<file path="src/rtl/uart_tx_sched.sv">
// uart_tx_sched: round-robin scheduler feeding the UART transmitter from two byte requesters.
// Tracks frame and gap length in b_tick units so a new frame never overlaps one still on the line.
module uart_tx_sched #(
    parameter int TICKS_PER_BIT = 16,
    parameter int GAP_BITS      = 0,
    parameter int ACK_TIMEOUT   = 8
) (
    input  logic       clk,
    input  logic       a_resetn,
    input  logic       b_tick,
    input  logic       cfg_enable,
    input  logic [1:0] cfg_parity,
    input  logic       req0_valid,
    input  logic [7:0] req0_data,
    output logic       req0_ready,
    input  logic       req1_valid,
    input  logic [7:0] req1_data,
    output logic       req1_ready,
    output logic       tx_start,
    output logic [7:0] tx_d_in,
    output logic [1:0] tx_parity,
    input  logic       tx_get_data,
    output logic       busy,
    output logic       grant_id,
    output logic       frame_done,
    output logic       ack_err
);
    typedef enum logic [1:0] {IDLE, START, FRAME, GAP} state_t;

    localparam logic [11:0] T10      = 12'(TICKS_PER_BIT * 10);
    localparam logic [11:0] T11      = 12'(TICKS_PER_BIT * 11);
    localparam logic [11:0] GAP_LAST = 12'(GAP_BITS * TICKS_PER_BIT - 1);
    localparam logic [11:0] ACK_LAST = 12'(ACK_TIMEOUT - 1);

    state_t      state_q;
    logic [11:0] cnt_q;
    logic        rr_q;
    logic        req0_ready_q, req1_ready_q, tx_start_q, grant_q, frame_done_q, ack_err_q;
    logic [7:0]  tx_d_in_q;
    logic [1:0]  tx_parity_q;
    logic        gnt_d, gnt_id_d;
    logic [1:0]  parity_d;
    logic [11:0] frame_last;

    // With both requesters valid, the one that did not win last time gets the grant.
    always_comb begin
        gnt_d      = cfg_enable && (req0_valid || req1_valid);
        gnt_id_d   = (req0_valid && req1_valid) ? ~rr_q : req1_valid;
        parity_d   = (cfg_parity == 2'b11) ? 2'b00 : cfg_parity;
        frame_last = ((tx_parity_q != 2'b00) ? T11 : T10) - 12'd1;
    end

    always_ff @(posedge clk or negedge a_resetn) begin
        if (!a_resetn) begin
            state_q      <= IDLE;
            cnt_q        <= '0;
            rr_q         <= 1'b1;
            req0_ready_q <= 1'b0;
            req1_ready_q <= 1'b0;
            tx_start_q   <= 1'b0;
            tx_d_in_q    <= '0;
            tx_parity_q  <= '0;
            grant_q      <= 1'b0;
            frame_done_q <= 1'b0;
            ack_err_q    <= 1'b0;
        end else begin
            req0_ready_q <= 1'b0;
            req1_ready_q <= 1'b0;
            frame_done_q <= 1'b0;
            ack_err_q    <= 1'b0;
            case (state_q)
                IDLE: if (gnt_d) begin
                    req0_ready_q <= ~gnt_id_d;
                    req1_ready_q <= gnt_id_d;
                    tx_d_in_q    <= gnt_id_d ? req1_data : req0_data;
                    tx_parity_q  <= parity_d;
                    grant_q      <= gnt_id_d;
                    rr_q         <= gnt_id_d;
                    tx_start_q   <= 1'b1;
                    cnt_q        <= '0;
                    state_q      <= START;
                end
                START: if (tx_get_data) begin
                    tx_start_q <= 1'b0;
                    cnt_q      <= '0;
                    state_q    <= FRAME;
                end else if (cnt_q == ACK_LAST) begin
                    tx_start_q <= 1'b0;
                    ack_err_q  <= 1'b1;
                    state_q    <= IDLE;
                end else begin
                    cnt_q <= cnt_q + 12'd1;
                end
                FRAME: if (b_tick) begin
                    if (cnt_q == frame_last) begin
                        cnt_q <= '0;
                        if (GAP_BITS > 0) begin
                            state_q <= GAP;
                        end else begin
                            frame_done_q <= 1'b1;
                            state_q      <= IDLE;
                        end
                    end else begin
                        cnt_q <= cnt_q + 12'd1;
                    end
                end
                GAP: if (b_tick) begin
                    if (cnt_q == GAP_LAST) begin
                        cnt_q        <= '0;
                        frame_done_q <= 1'b1;
                        state_q      <= IDLE;
                    end else begin
                        cnt_q <= cnt_q + 12'd1;
                    end
                end
            endcase
        end
    end

    assign req0_ready = req0_ready_q;
    assign req1_ready = req1_ready_q;
    assign tx_start   = tx_start_q;
    assign tx_d_in    = tx_d_in_q;
    assign tx_parity  = tx_parity_q;
    assign busy       = (state_q != IDLE);
    assign grant_id   = grant_q;
    assign frame_done = frame_done_q;
    assign ack_err    = ack_err_q;
endmodule

</file>
<file path="config.mk">
export PLATFORM = sky130hd
export DESIGN_NAME = uart_tx_sched
export DESIGN_NICKNAME = d
export VERILOG_FILES = /design/src/rtl/uart_tx_sched.sv
export SDC_FILE = /design/constraint.sdc
export NUM_CORES = 1
export LEC_CHECK = 0
export CORE_MARGIN = 5
export CORE_UTILIZATION = 35
export DETAILED_ROUTE_END_ITERATION = 6
export GPL_TIMING_DRIVEN = 0
export PLACE_DENSITY_LB_ADDON = 0.08
export SETUP_SLACK_MARGIN = 0.15
export SLEW_MARGIN = 20
export SYNTH_ARGS = -nofsm -noshare
export SYNTH_HDL_FRONTEND = slang
export SYNTH_SLANG_ARGS = --single-unit
</file>
<file path="constraint.sdc">
create_clock -name clk -period 1.8 [get_ports clk]
set_clock_uncertainty 0.15 [all_clocks]
set_input_delay 0.18 -clock clk [delete_from_list [all_inputs] [get_ports clk]]
set_output_delay 0.18 -clock clk [all_outputs]
set_load 0.005 [all_outputs]
</file>
# After elaboration in Yosys (flattened, before gate mapping)
# Index checks and enable logic that the tools add are counted.
# classes
bitwise,2
n_addsub,2
n_eq_ne,14
mux,36
reduce_logical,11
# ops
operator,count
12-bit two-way mux,7
12-bit one-hot mux with 4 select lines,1
2-bit two-way mux,8
1-bit two-way mux,15
12-bit by 1-bit adder with 12-bit output (second input constant),1
12-bit equality test,1
12-bit equality test (second input constant),1
12-bit by 3-bit equality test with 1-bit output (second input constant),1
2-bit inequality test (second input constant),5
8-bit by 1-bit subtractor with 9-bit output (second input constant),1
8-bit two-way mux,1
2-bit one-hot mux with 4 select lines,1
2-bit equality test (second input constant),3
3-bit inequality test (second input constant),2
6-bit AND reduction,1
2-bit nonzero test,3
5-bit two-way mux,1
1-bit one-hot mux with 2 select lines,2
4-bit AND reduction,1
3-bit AND reduction,1
2-bit by 1-bit equality test with 1-bit output (second input constant),1
1-bit logical AND,2
2-bit zero test,1
1-bit inverter,2
other kinds (2),2
# totals
elab_cells,76
inputBits,25
register_bits,31

# Logic depth before layout (Yosys ltp)
# Gate-level depths: netlist of run 1.
# depth
ltp_word,7
mapped_depth,7
depth_no_buf,6

# Worst setup path before layout of run 1
# No wires, ideal clock.
# synth_path
kind,reg-to-reg
start,reg cnt_q[9]
end,reg cnt_q[3]
n_path_buf,1
arrival_ps,1673
slack_ps,-157
required_ps,1516
stages_incl_launch_ff,7
synth_period_minus_slack_ps,1957
path_cell_list,dfrtp_1 -> or3_4 -> nor4_4 -> a211oi_2 -> buf_6 -> o211ai_1 -> o211ai_1
# synth_between
elab_chain_cells,4
# synth_lines
item,line,text
"start, declared",36,logic [11:0] cnt_q;
"start signal, assigned",92,cnt_q <= cnt_q + 12'd1;
"start signal, assigned",104,cnt_q <= cnt_q + 12'd1;
"start signal, assigned",113,cnt_q <= cnt_q + 12'd1;
"12-bit equality test, on equally long branches","108, 95",
"12-bit two-way mux, on equally long branches","108, 95",
"12-bit two-way mux, on equally long branches","107, 94",
12-bit one-hot mux with 4 select lines,71,case (state_q)
# Parallel ways exist; a longest one is shown, timed or not. The select of a mux whose other input is x is not followed.
# A chain may end at the register's enable or synchronous reset.

# Final worst setup path of run 1
# layout_path
start,reg cnt_q[3]
end,reg cnt_q[8]
# layout_between
elab_chain_cells,4
# layout_lines
item,line
"12-bit by 1-bit adder with 12-bit output, or another cell as far along","92, 104, 113"
"12-bit two-way mux, on equally long branches","108, 87, 95"
"12-bit two-way mux, on equally long branches","107, 83, 94"
12-bit one-hot mux with 4 select lines,71
# Parallel ways exist; a longest one is shown, timed or not. The select of a mux whose other input is x is not followed.

==> results of run 1 <==
==> how the worst max path moves through the flow <==
stage                      from   endpoint  slack [ns]
global placement    tx_get_data  cnt_q[10]       -0.52
finish                 cnt_q[3]   cnt_q[8]       -0.29
CTS                    cnt_q[3]   cnt_q[4]       -0.26
global route           cnt_q[3]   cnt_q[9]       -0.36
detailed placement  tx_get_data  cnt_q[10]       -0.48
floorplan              cnt_q[3]   cnt_q[2]       -0.14
==> worst max-delay path: cells and delay by family (launching register included) <==
| family | cells | cell delay (ns) |
|---|---|---|
| simple gates | 3 | 0.89 |
| compound gates | 2 | 0.32 |
| buf+inv | 2 | 0.26 |
| flops | 1 | 0.37 |
==> Yosys cell counts (all sizes together), types with 3 or more instances <==
master and instances:
a21o 3, and2 3, buf 8, clkbuf 4
dfrtp 30, inv 5, mux2i 9, nand2 29
nand2b 5, nand3 9, nor2 18, nor3 3
nor4 3, o211ai 14, o21ai 18, or3 4
==> layout make-up <==
type | instances | share of cell area [%]
sequential | 31 | 29.2
timing repair buffer | 59 | 20.8
clock buffer | 7 | 3.23
buffer | 12 | 4.78
clock inverter | 1 | 0.187
tap | 67 | 3.14
multi-input combinational | 141 | 37.9
inverter | 5 | 0.703
==> what timing repair did <==
item,in CTS,in global routing
hold buffers,1,0
gates cloned,1,0
resized for setup,29,20
setup buffers,12,4
hold endpoints to repair,30,0
endpoints found under the setup margin,30,24
pin swaps,4,3
==> state kept, by name, summed over array words and instances (netlist names) <==
signal      count
ack_err         1
rr_q            1
grant_id        1
tx_parity       2
tx_start        1
req0_ready      1
frame_done      1
state_q         2
cnt_q          12
tx_d_in         8
req1_ready      1
==> where the power goes <==
part,switching (mW),leakage (nW),internal [mW]
Clock,0.263,0.0482,0.308
Combinational,0.826,0.715,0.894
Sequential,0.184,0.378,0.938
Total,1.27,1.14,2.14
==> kinds of logic after synthesis <==
group | Yosys count
compound gates | 48
buf+inv | 17
flops | 31
mux | 9
simple gates | 83
fa+ha+maj | 1
==> per-layer routing <==
metal	vias to the layer above	wire, um	global-route usage (%)
met2	28	2300	24.8
met4	0	45	4.56
li1	809	-	-
met5	-	0	0
met3	5	183	3.55
met1	792	2140	20.6
==> flow_metrics.py, run 1 <==
metrics = {
    "clocking": {
        "clock-sinks": 31,
        "cts_buffer_depth": 2,
        "clock_latency_ns": 0.28,
        "h-tree-depth": 2,
        "cts_made_buffers": 5,
        "cts_tree": "yes",
        "clockRootBuffer": "clkbuf_8",
        "cts.clk_slew.worst_paths_ns": 0.07,
    },
    "synth": {
        "synth_edf_count": 0,
        "yosysTopAreaCell": "dfrtp_1",
        "synthMuxAreaShare_pct": 5.14,
        "synthXorXnorAreaFrac_pct": 0,
        "ys_seq_area_share_pct": 44.3,
        "yosys.area_share.adder_pct": 0.714,
        "netlist_area_um2": 1750,
        "ys_ff_latch": 31,
        "async_reset_ff_share_pct": 100,
        "synth_cell_types": 41,
        "synth.top_cell.area_share_pct": 42.8,
        "synth_warnings": 0,
        "syn_nets": 215,
        "avgSynthCellArea_um2": 9.27,
        "synth_compound_area_share_pct": 19.1,
        "synthTopCellsByArea": "dfrtp_1 43%, nand2_1 6.2%, o211ai_1 5.6%",
        "syn_inst": 189,
        "ys.flop_type": "dfrtp_1",
        "synth_top_family_by_area": "simple AND/OR/NAND/NOR gates",
        "synth_simple_gate_area_share_pct": 25.1,
    },
    "detailed_routing": {
        "vias": 1634,
        "drtIter0Drc": 51,
        "drc": 0,
        "via_per_inst": 5.06,
        "drt-wirelength-per-cell_um": 14.4,
        "drt_wl_total_um": 4660,
        "drtPass1Iterations": 4,
        "ant_nets": 0,
    },
    "timing": {
        "whs_ns": 0.320,
        "setup_viol": 16,
        "max-slew-margin-rel_pct": 52.3,
        "post-route-period-util_pct": 116,
        "slew_viol_final": 0,
        "finalCriticalPeriod_ns": 2.09,
        "setup_ws_ns": -0.290,
        "fmax_ghz": 0.479,
        "hold_viol": 0,
        "fin_tns_setup_ns": -3.42,
        "rsz0062_at_grt": "yes",
        "worst_pin_slew_ns": 0.716,
    },
    "floorplan": {
        "fp.dieH_um": 80.8,
        "core-area_um2": 4790,
        "initial_core_util_pct": 36.6,
        "fp.dieArea_um2": 6520,
        "num_rows": 25,
        "die_x_um": 80.8,
        "ios": 42,
    },
    "place": {
        "routabilityCongestion": 0.738,
        "place.detailed.hpwl_um": 3100,
        "port_buffers": 41,
        "place_inst": 297,
        "place_ws_ns": -0.482,
        "dpl_cell_area_um2": 2260,
    },
    "global_route": {
        "grtUsageTotal_pct": 15.4,
        "grt_pass1_vias": 1537,
        "antenna_found_initial": 0,
        "grt_pass1_wl_um": 7560,
        "overflow": 0,
        "grt_max_degree": 32,
    },
    "worst_hold_path": {
        "min_path_type": "in -> reg",
        "hold_depth": 3,
        "holdPathEnd": "tx_parity[1]",
        "min_from": "cfg_parity[1]",
    },
    "power": {
        "ir_drop_v": 0.000681,
        "powerDensity_nw_per_um2": 1280,
        "power_mw": 3.41,
        "p_leak_nw": 1.14,
    },
    "worst_setup_path": {
        "worstPathMaxFanout": 5,
        "cp_slowest_stage_delay_ns": 0.55,
        "r2r_end": "cnt_q[8]",
        "crit_type": "reg -> reg",
        "r2r_cells": 7,
        "crit_required_ns": 1.83,
        "critical_path_arrival_ns": 2.12,
        "crit_chain": "buf_6 > or4_4 > nor4_4 > o31a_2 > buf_6 > nand2_2 > o311ai_2",
        "start_kind": "flop",
        "critPathMostFrequentCell": "buf_6",
        "rrSetupSlack_ns": -0.29,
        "reg2reg_from": "cnt_q[3]",
        "cp-end-kind": "flop",
        "slowest_stage": "or4_4",
    },
    "status": {
        "status": "finished, violations left",
        "violations": "setup timing",
    },
    "final_layout": {
        "area.sequential_um2": 781,
        "post_route_cells_drive_above_1_share_pct": 28.1,
        "area_growth_pct": 52.3,
        "utilization_pct": 55.8,
        "diodes": 0,
        "layout.nets": 281,
        "multiInputGateArea_um2": 1010,
        "final-instance-count-excl-fill": 323,
        "nFillCells": 416,
        "layout_commonest_cell": "clkdlybuf4s50_1",
        "finalInstanceArea_um2": 2670,
        "layout_common_cells": "38 x clkdlybuf4s50_1, 27 x dfrtp_1, 25 x nand2_1, 17 x nor2_1, 14 x buf_4",
    },
    "job": {
        "cap_violations": 0,
    },
}
No activity file was read; power rests on OpenSTA's default activity.
==> run 2, diff against run 1 <==
--- a/config.mk
+++ b/config.mk
@@ -5,7 +5,6 @@
 export SDC_FILE = /design/constraint.sdc
 export NUM_CORES = 1
 export LEC_CHECK = 0
-export CORE_MARGIN = 5
 export CORE_UTILIZATION = 35
 export DETAILED_ROUTE_END_ITERATION = 6
 export GPL_TIMING_DRIVEN = 0
==> run 2 against run 1 <==
Net effect: the run still ends with setup timing left; global-route usage is 4.2 points higher; hold slack lost 0.24 ns; register-to-register slack is essentially flat; flip-flop and latch count unchanged; setup slack improved by 0.015 ns; clock-buffer cell count did not move; critical path depth stayed put; design area down 1.1%.
==> flow_metrics.py, run 2 (synthesis results as in run 1) <==
metrics = {
    "clocking": {
        "cts_buffer_depth": 2,
        "cts_made_buffers": 5,
        "clockRootBuffer": "clkbuf_8",
        "cts_tree": "yes",
        "clock_latency_ns": 0.28,
        "clock-sinks": 31,
        "h-tree-depth": 2,
        "cts.clk_slew.worst_paths_ns": 0.07,
    },
    "timing": {
        "setup_viol": 15,
        "rsz0062_at_grt": "yes",
        "max-slew-margin-rel_pct": 73.1,
        "finalCriticalPeriod_ns": 2.07,
        "hold_viol": 0,
        "worst_pin_slew_ns": 0.403,
        "whs_ns": 0.0773,
        "setup_ws_ns": -0.275,
        "fmax_ghz": 0.482,
        "post-route-period-util_pct": 115,
        "fin_tns_setup_ns": -3.07,
        "slew_viol_final": 0,
    },
    "global_route": {
        "antenna_found_initial": 0,
        "grt_max_degree": 31,
        "overflow": 0,
        "grt_pass1_wl_um": 7790,
        "grt_pass1_vias": 1567,
        "grtUsageTotal_pct": 19.5,
    },
    "floorplan": {
        "num_rows": 25,
        "initial_core_util_pct": 36.6,
        "core-area_um2": 4790,
        "fp.dieH_um": 72.8,
        "die_x_um": 72.8,
        "fp.dieArea_um2": 5300,
        "ios": 42,
    },
    "detailed_routing": {
        "drtPass1Iterations": 4,
        "via_per_inst": 5.16,
        "drt-wirelength-per-cell_um": 14.4,
        "drt_wl_total_um": 4640,
        "drtIter0Drc": 68,
        "ant_nets": 0,
        "vias": 1656,
        "drc": 0,
    },
    "status": {
        "status": "finished, violations left",
        "violations": "setup timing",
    },
    "final_layout": {
        "multiInputGateArea_um2": 1000,
        "post_route_cells_drive_above_1_share_pct": 25.6,
        "largest_reg_flops": 12,
        "layout_common_cells": "39 x clkdlybuf4s50_1, 28 x dfrtp_1, 27 x nand2_1, 17 x nor2_1, 14 x buf_4",
        "final-instance-count-excl-fill": 321,
        "regMostFlops": "cnt_q",
        "area.sequential_um2": 779,
        "area_growth_pct": 50.7,
        "finalInstanceArea_um2": 2640,
        "nFillCells": 441,
        "layout.nets": 279,
        "diodes": 0,
        "layout_commonest_cell": "clkdlybuf4s50_1",
    },
    "place": {
        "dpl_cell_area_um2": 2280,
        "place.detailed.hpwl_um": 3070,
        "routabilityCongestion": 0.816,
        "port_buffers": 41,
        "place_inst": 298,
    },
    "power": {
        "p_leak_nw": 1.13,
        "power_mw": 3.40,
        "powerDensity_nw_per_um2": 1290,
        "ir_drop_v": 0.000648,
    },
    "worst_setup_path": {
        "critical_path_arrival_ns": 2.11,
        "crit_type": "reg -> reg",
        "crit_required_ns": 1.83,
        "worstPathMaxFanout": 5,
        "cp-end-kind": "flop",
        "start_kind": "flop",
    },
    "worst_hold_path": {
        "min_path_type": "in -> async",
    },
    "job": {
        "cap_violations": 0,
    },
}
## run 2: cell types whose count changed in the layout (fill, tap and decap cells not counted), sizes merged
cell and change:
buf -2, clkdlybuf4s50 +1, dlymetal6s2s -1
## run 2: where the power goes
part           internal [mW]  switching (mW)
logic                  0.889           0.817
registers              0.937           0.187
clock network          0.308           0.261
## run 2: area by class of cell
class	instances	area share, %
Multi-Input combinational cell	141	37.9
Sequential cell	31	29.5
Timing Repair Buffer	57	20.6
Buffer	12	4.69
Clock buffer	7	3.27
Tap cell	67	3.17
Inverter	5	0.711
Clock inverter	1	0.189
## run 2: per-stage QoR
step	util (%)	worst slack, ns
3_3_place_gp	47.4	-0.525
3_5_place_dp	47.7	-0.469
2_1_floorplan	-	-0.145
5_1_grt	55.2	-0.380
6_report	55.2	-0.275
4_1_cts	53.5	-0.284
## run 2: path summary, 6_finish.rpt
kind / start / to / slack (ns) / depth (start not counted)
max in group asynchronous: a_resetn / rr_q / 1.01 / 3
min: a_resetn / req1_ready / 0.08 / 2
max: cnt_q[3] / cnt_q[8] / -0.27 / 7
min in group clk: cfg_parity[1] / tx_parity[1] / 0.32 / 3
min reg2reg: grant_id / grant_id / 0.33 / 1
max reg2reg: cnt_q[3] / cnt_q[8] / -0.27 / 7
## run 2: critical path, cell delays in order (launching register included)
cell      delay [ns]
dfrtp_1         0.38
buf_6           0.12
or4_4           0.54
nor4_4          0.26
o31a_2          0.24
buf_6           0.14
nand2_2         0.06
o311ai_2        0.08
## run 2: what timing repair did
item	4_1_cts	5_1_grt
gates resized for setup	27	20
hold buffers	1	0
setup buffers	11	2
cloned	1	0
endpoints found under the setup margin	31	27
hold endpoints to repair	31	0
pin swaps	1	7
## run 2: routing by layer
| metal | global-route usage (%) | wire, um | vias up |
|---|---|---|---|
| li1 | - | - | 809 |
| met1 | 25.4 | 2140 | 796 |
| met2 | 30.8 | 2230 | 42 |
| met3 | 4.42 | 197 | 9 |
| met4 | 9.15 | 65 | 0 |
| met5 | 0 | 0 | - |
==> run 3, diff against run 2 <==
--- a/config.mk
+++ b/config.mk
@@ -8,7 +8,7 @@
 export CORE_UTILIZATION = 35
 export DETAILED_ROUTE_END_ITERATION = 6
 export GPL_TIMING_DRIVEN = 0
-export PLACE_DENSITY_LB_ADDON = 0.08
+export PLACE_DENSITY = 0.65
 export SETUP_SLACK_MARGIN = 0.15
 export SLEW_MARGIN = 20
 export SYNTH_ARGS = -nofsm -noshare
==> run 3 against run 2 <==
Net effect: the run still ends with setup timing left; clock-buffer cell count up 1; die area unchanged; via count down 2.7%; sequential power about the same; flip-flop and latch count unchanged; first-iteration DRC count up 120%; critical path depth unchanged; final cell count down 0.93%; hold slack better by 0.17 ns; sequential share of layout area up 0.41 points; register-to-register slack better by 0.04 ns; highest routed layer unchanged.
==> flow_metrics.py, run 3 (synthesis results as in run 1) <==
metrics = {
    "worst_setup_path": {
        "cp_slowest_stage_delay_ns": 0.51,
        "rrSetupSlack_ns": -0.24,
        "critical_path_arrival_ns": 2.04,
        "cp-end-kind": "flop",
        "path_delay_family": "simple AND/OR/NAND/NOR gates",
        "reg2reg_from": "cnt_q[4]",
        "worstPathMaxFanout": 10,
        "start_kind": "flop",
        "r2r_end": "cnt_q[5]",
        "r2r_cells": 7,
        "crit_type": "reg -> reg",
        "crit_buf_inv": 2,
        "slowest_stage": "or4_4",
        "crit_required_ns": 1.80,
        "crit_chain": "buf_4 > or4_4 > nor4_4 > o31ai_2 > buf_6 > o211ai_1 > nand3_1",
    },
    "power": {
        "ir_drop_v": 0.000704,
        "p_clk_share_pct": 17.7,
        "p_sw_share_pct": 37.1,
        "power.switching_mw": 1.27,
        "p_leak_nw": 1.10,
        "pwr-share-seq_pct": 33.1,
        "powerDensity_nw_per_um2": 1320,
        "combPwrFrac_pct": 49.2,
        "power.internal_mw": 2.15,
    },
    "final_layout": {
        "layout.nets": 276,
        "area_growth_pct": 48.6,
        "post_route_cells_drive_above_1_share_pct": 25.1,
        "regMostFlops": "cnt_q",
        "diodes": 0,
        "layout_common_cells": "39 x clkdlybuf4s50_1, 28 x dfrtp_1, 26 x nand2_1, 16 x nor2_1, 13 x o211ai_1",
        "largest_reg_flops": 12,
        "layout_commonest_cell": "clkdlybuf4s50_1",
    },
    "clocking": {
        "cts.clk_slew.worst_paths_ns": 0.07,
        "cts_made_buffers": 5,
        "h-tree-depth": 2,
        "clock-sinks": 31,
        "clockRootBuffer": "clkbuf_8",
        "cts_buffer_depth": 2,
        "cts_tree": "yes",
        "clock_latency_ns": 0.28,
    },
    "timing": {
        "slew_viol_final": 0,
        "setup_ws_ns": -0.236,
        "finalCriticalPeriod_ns": 2.04,
        "fmax_ghz": 0.491,
        "hold_viol": 0,
        "rsz0062_at_grt": "yes",
        "max-slew-margin-rel_pct": 71.5,
        "worst_pin_slew_ns": 0.427,
        "post-route-period-util_pct": 113,
        "setup_viol": 15,
        "fin_tns_setup_ns": -2.91,
    },
    "place": {
        "port_buffers": 41,
        "routabilityCongestion": 0.774,
        "place_ws_ns": -0.440,
        "place.detailed.hpwl_um": 3050,
    },
    "floorplan": {
        "fp.dieArea_um2": 5300,
        "fp.dieH_um": 72.8,
        "initial_core_util_pct": 36.6,
        "die_x_um": 72.8,
        "num_rows": 25,
        "core-area_um2": 4790,
        "ios": 42,
    },
    "detailed_routing": {
        "via_per_inst": 5.07,
        "drtPass1Iterations": 4,
        "drt_wl_total_um": 4570,
        "ant_nets": 0,
        "drt-wirelength-per-cell_um": 14.4,
        "drc": 0,
        "vias": 1611,
        "drtIter0Drc": 148,
    },
    "global_route": {
        "grt_max_degree": 32,
        "grtUsageTotal_pct": 19.0,
        "overflow": 0,
        "grt_pass1_wl_um": 7650,
        "grt_pass1_vias": 1598,
        "antenna_found_initial": 0,
    },
    "worst_hold_path": {
        "min_path_type": "in -> async",
    },
    "status": {
        "status": "finished, violations left",
        "violations": "setup timing",
    },
    "job": {
        "cap_violations": 0,
    },
}
## run 3: tightest hold or removal path, stage by stage
cell	delay, ns
dlygate4sd3_1	0.53
buf_2	0.12
buf_12	0.20
## run 3: power groups by stage
stage | Clock [mW] | Sequential [mW] | Combinational (mW)
3_3_place_gp | 0 | 1.11 | 1.34
2_1_floorplan | 0 | 1.10 | 0.825
3_5_place_dp | 0 | 1.13 | 1.36
5_1_grt | 0.653 | 1.16 | 1.83
6_report | 0.605 | 1.14 | 1.69
4_1_cts | 0.613 | 1.13 | 1.60
## run 3: what timing repair did
item                                    CTS  global route
cloned                                    1             0
endpoints found under the hold margin    31             0
gates resized for setup                  34             9
setup buffers                             7             3
hold buffers                              1             0
pin swaps                                 3             2
endpoints found under the setup margin   30            27
## run 3: area by class of cell
cell class	instances	area (um^2)
Clock buffer	8	100
Sequential cell	31	779
Fill cell	422	2180
Buffer	12	124
Multi-Input combinational cell	141	978
Timing Repair Buffer	54	520
Tap cell	67	83.8
Inverter	5	18.8
## run 3: stage by stage
| step | instances | hold WS, ns | total power [mW] | utilization [%] | cell area [um^2] |
|---|---|---|---|---|---|
| finish | 318 | 0.243 | 3.43 | 54.4 | 2610 |
| floorplan | 189 | -0.266 | 1.93 | - | 1770 |
| detailed placement | 298 | -0.00181 | 2.49 | 47.7 | 2280 |
| CTS | 315 | 0.235 | 3.34 | 53.4 | 2560 |
| global placement | 297 | 0.313 | 2.45 | 47.4 | 2270 |
| global route | 318 | 0.278 | 3.64 | 54.4 | 2610 |
## run 3: per-layer routing
| layer | track usage [%] | part of all wire, % |
|---|---|---|
| met1 | 24.7 | 47 |
| met5 | 0 | 0 |
| met2 | 31.9 | 50 |
| met4 | 5.45 | 1.4 |
| met3 | 4.01 | 2.1 |
## run 3: how the worst max path moves through the flow
stage | end | slack [ns] | cells after the start | startpoint
6_report | cnt_q[5] | -0.24 | 7 | cnt_q[4]
2_1_floorplan | cnt_q[2] | -0.14 | 7 | cnt_q[3]
5_1_grt | cnt_q[2] | -0.34 | 7 | cnt_q[3]
3_3_place_gp | cnt_q[10] | -0.47 | 6 | tx_get_data
4_1_cts | cnt_q[5] | -0.24 | 7 | cnt_q[3]
3_5_place_dp | cnt_q[10] | -0.44 | 6 | tx_get_data
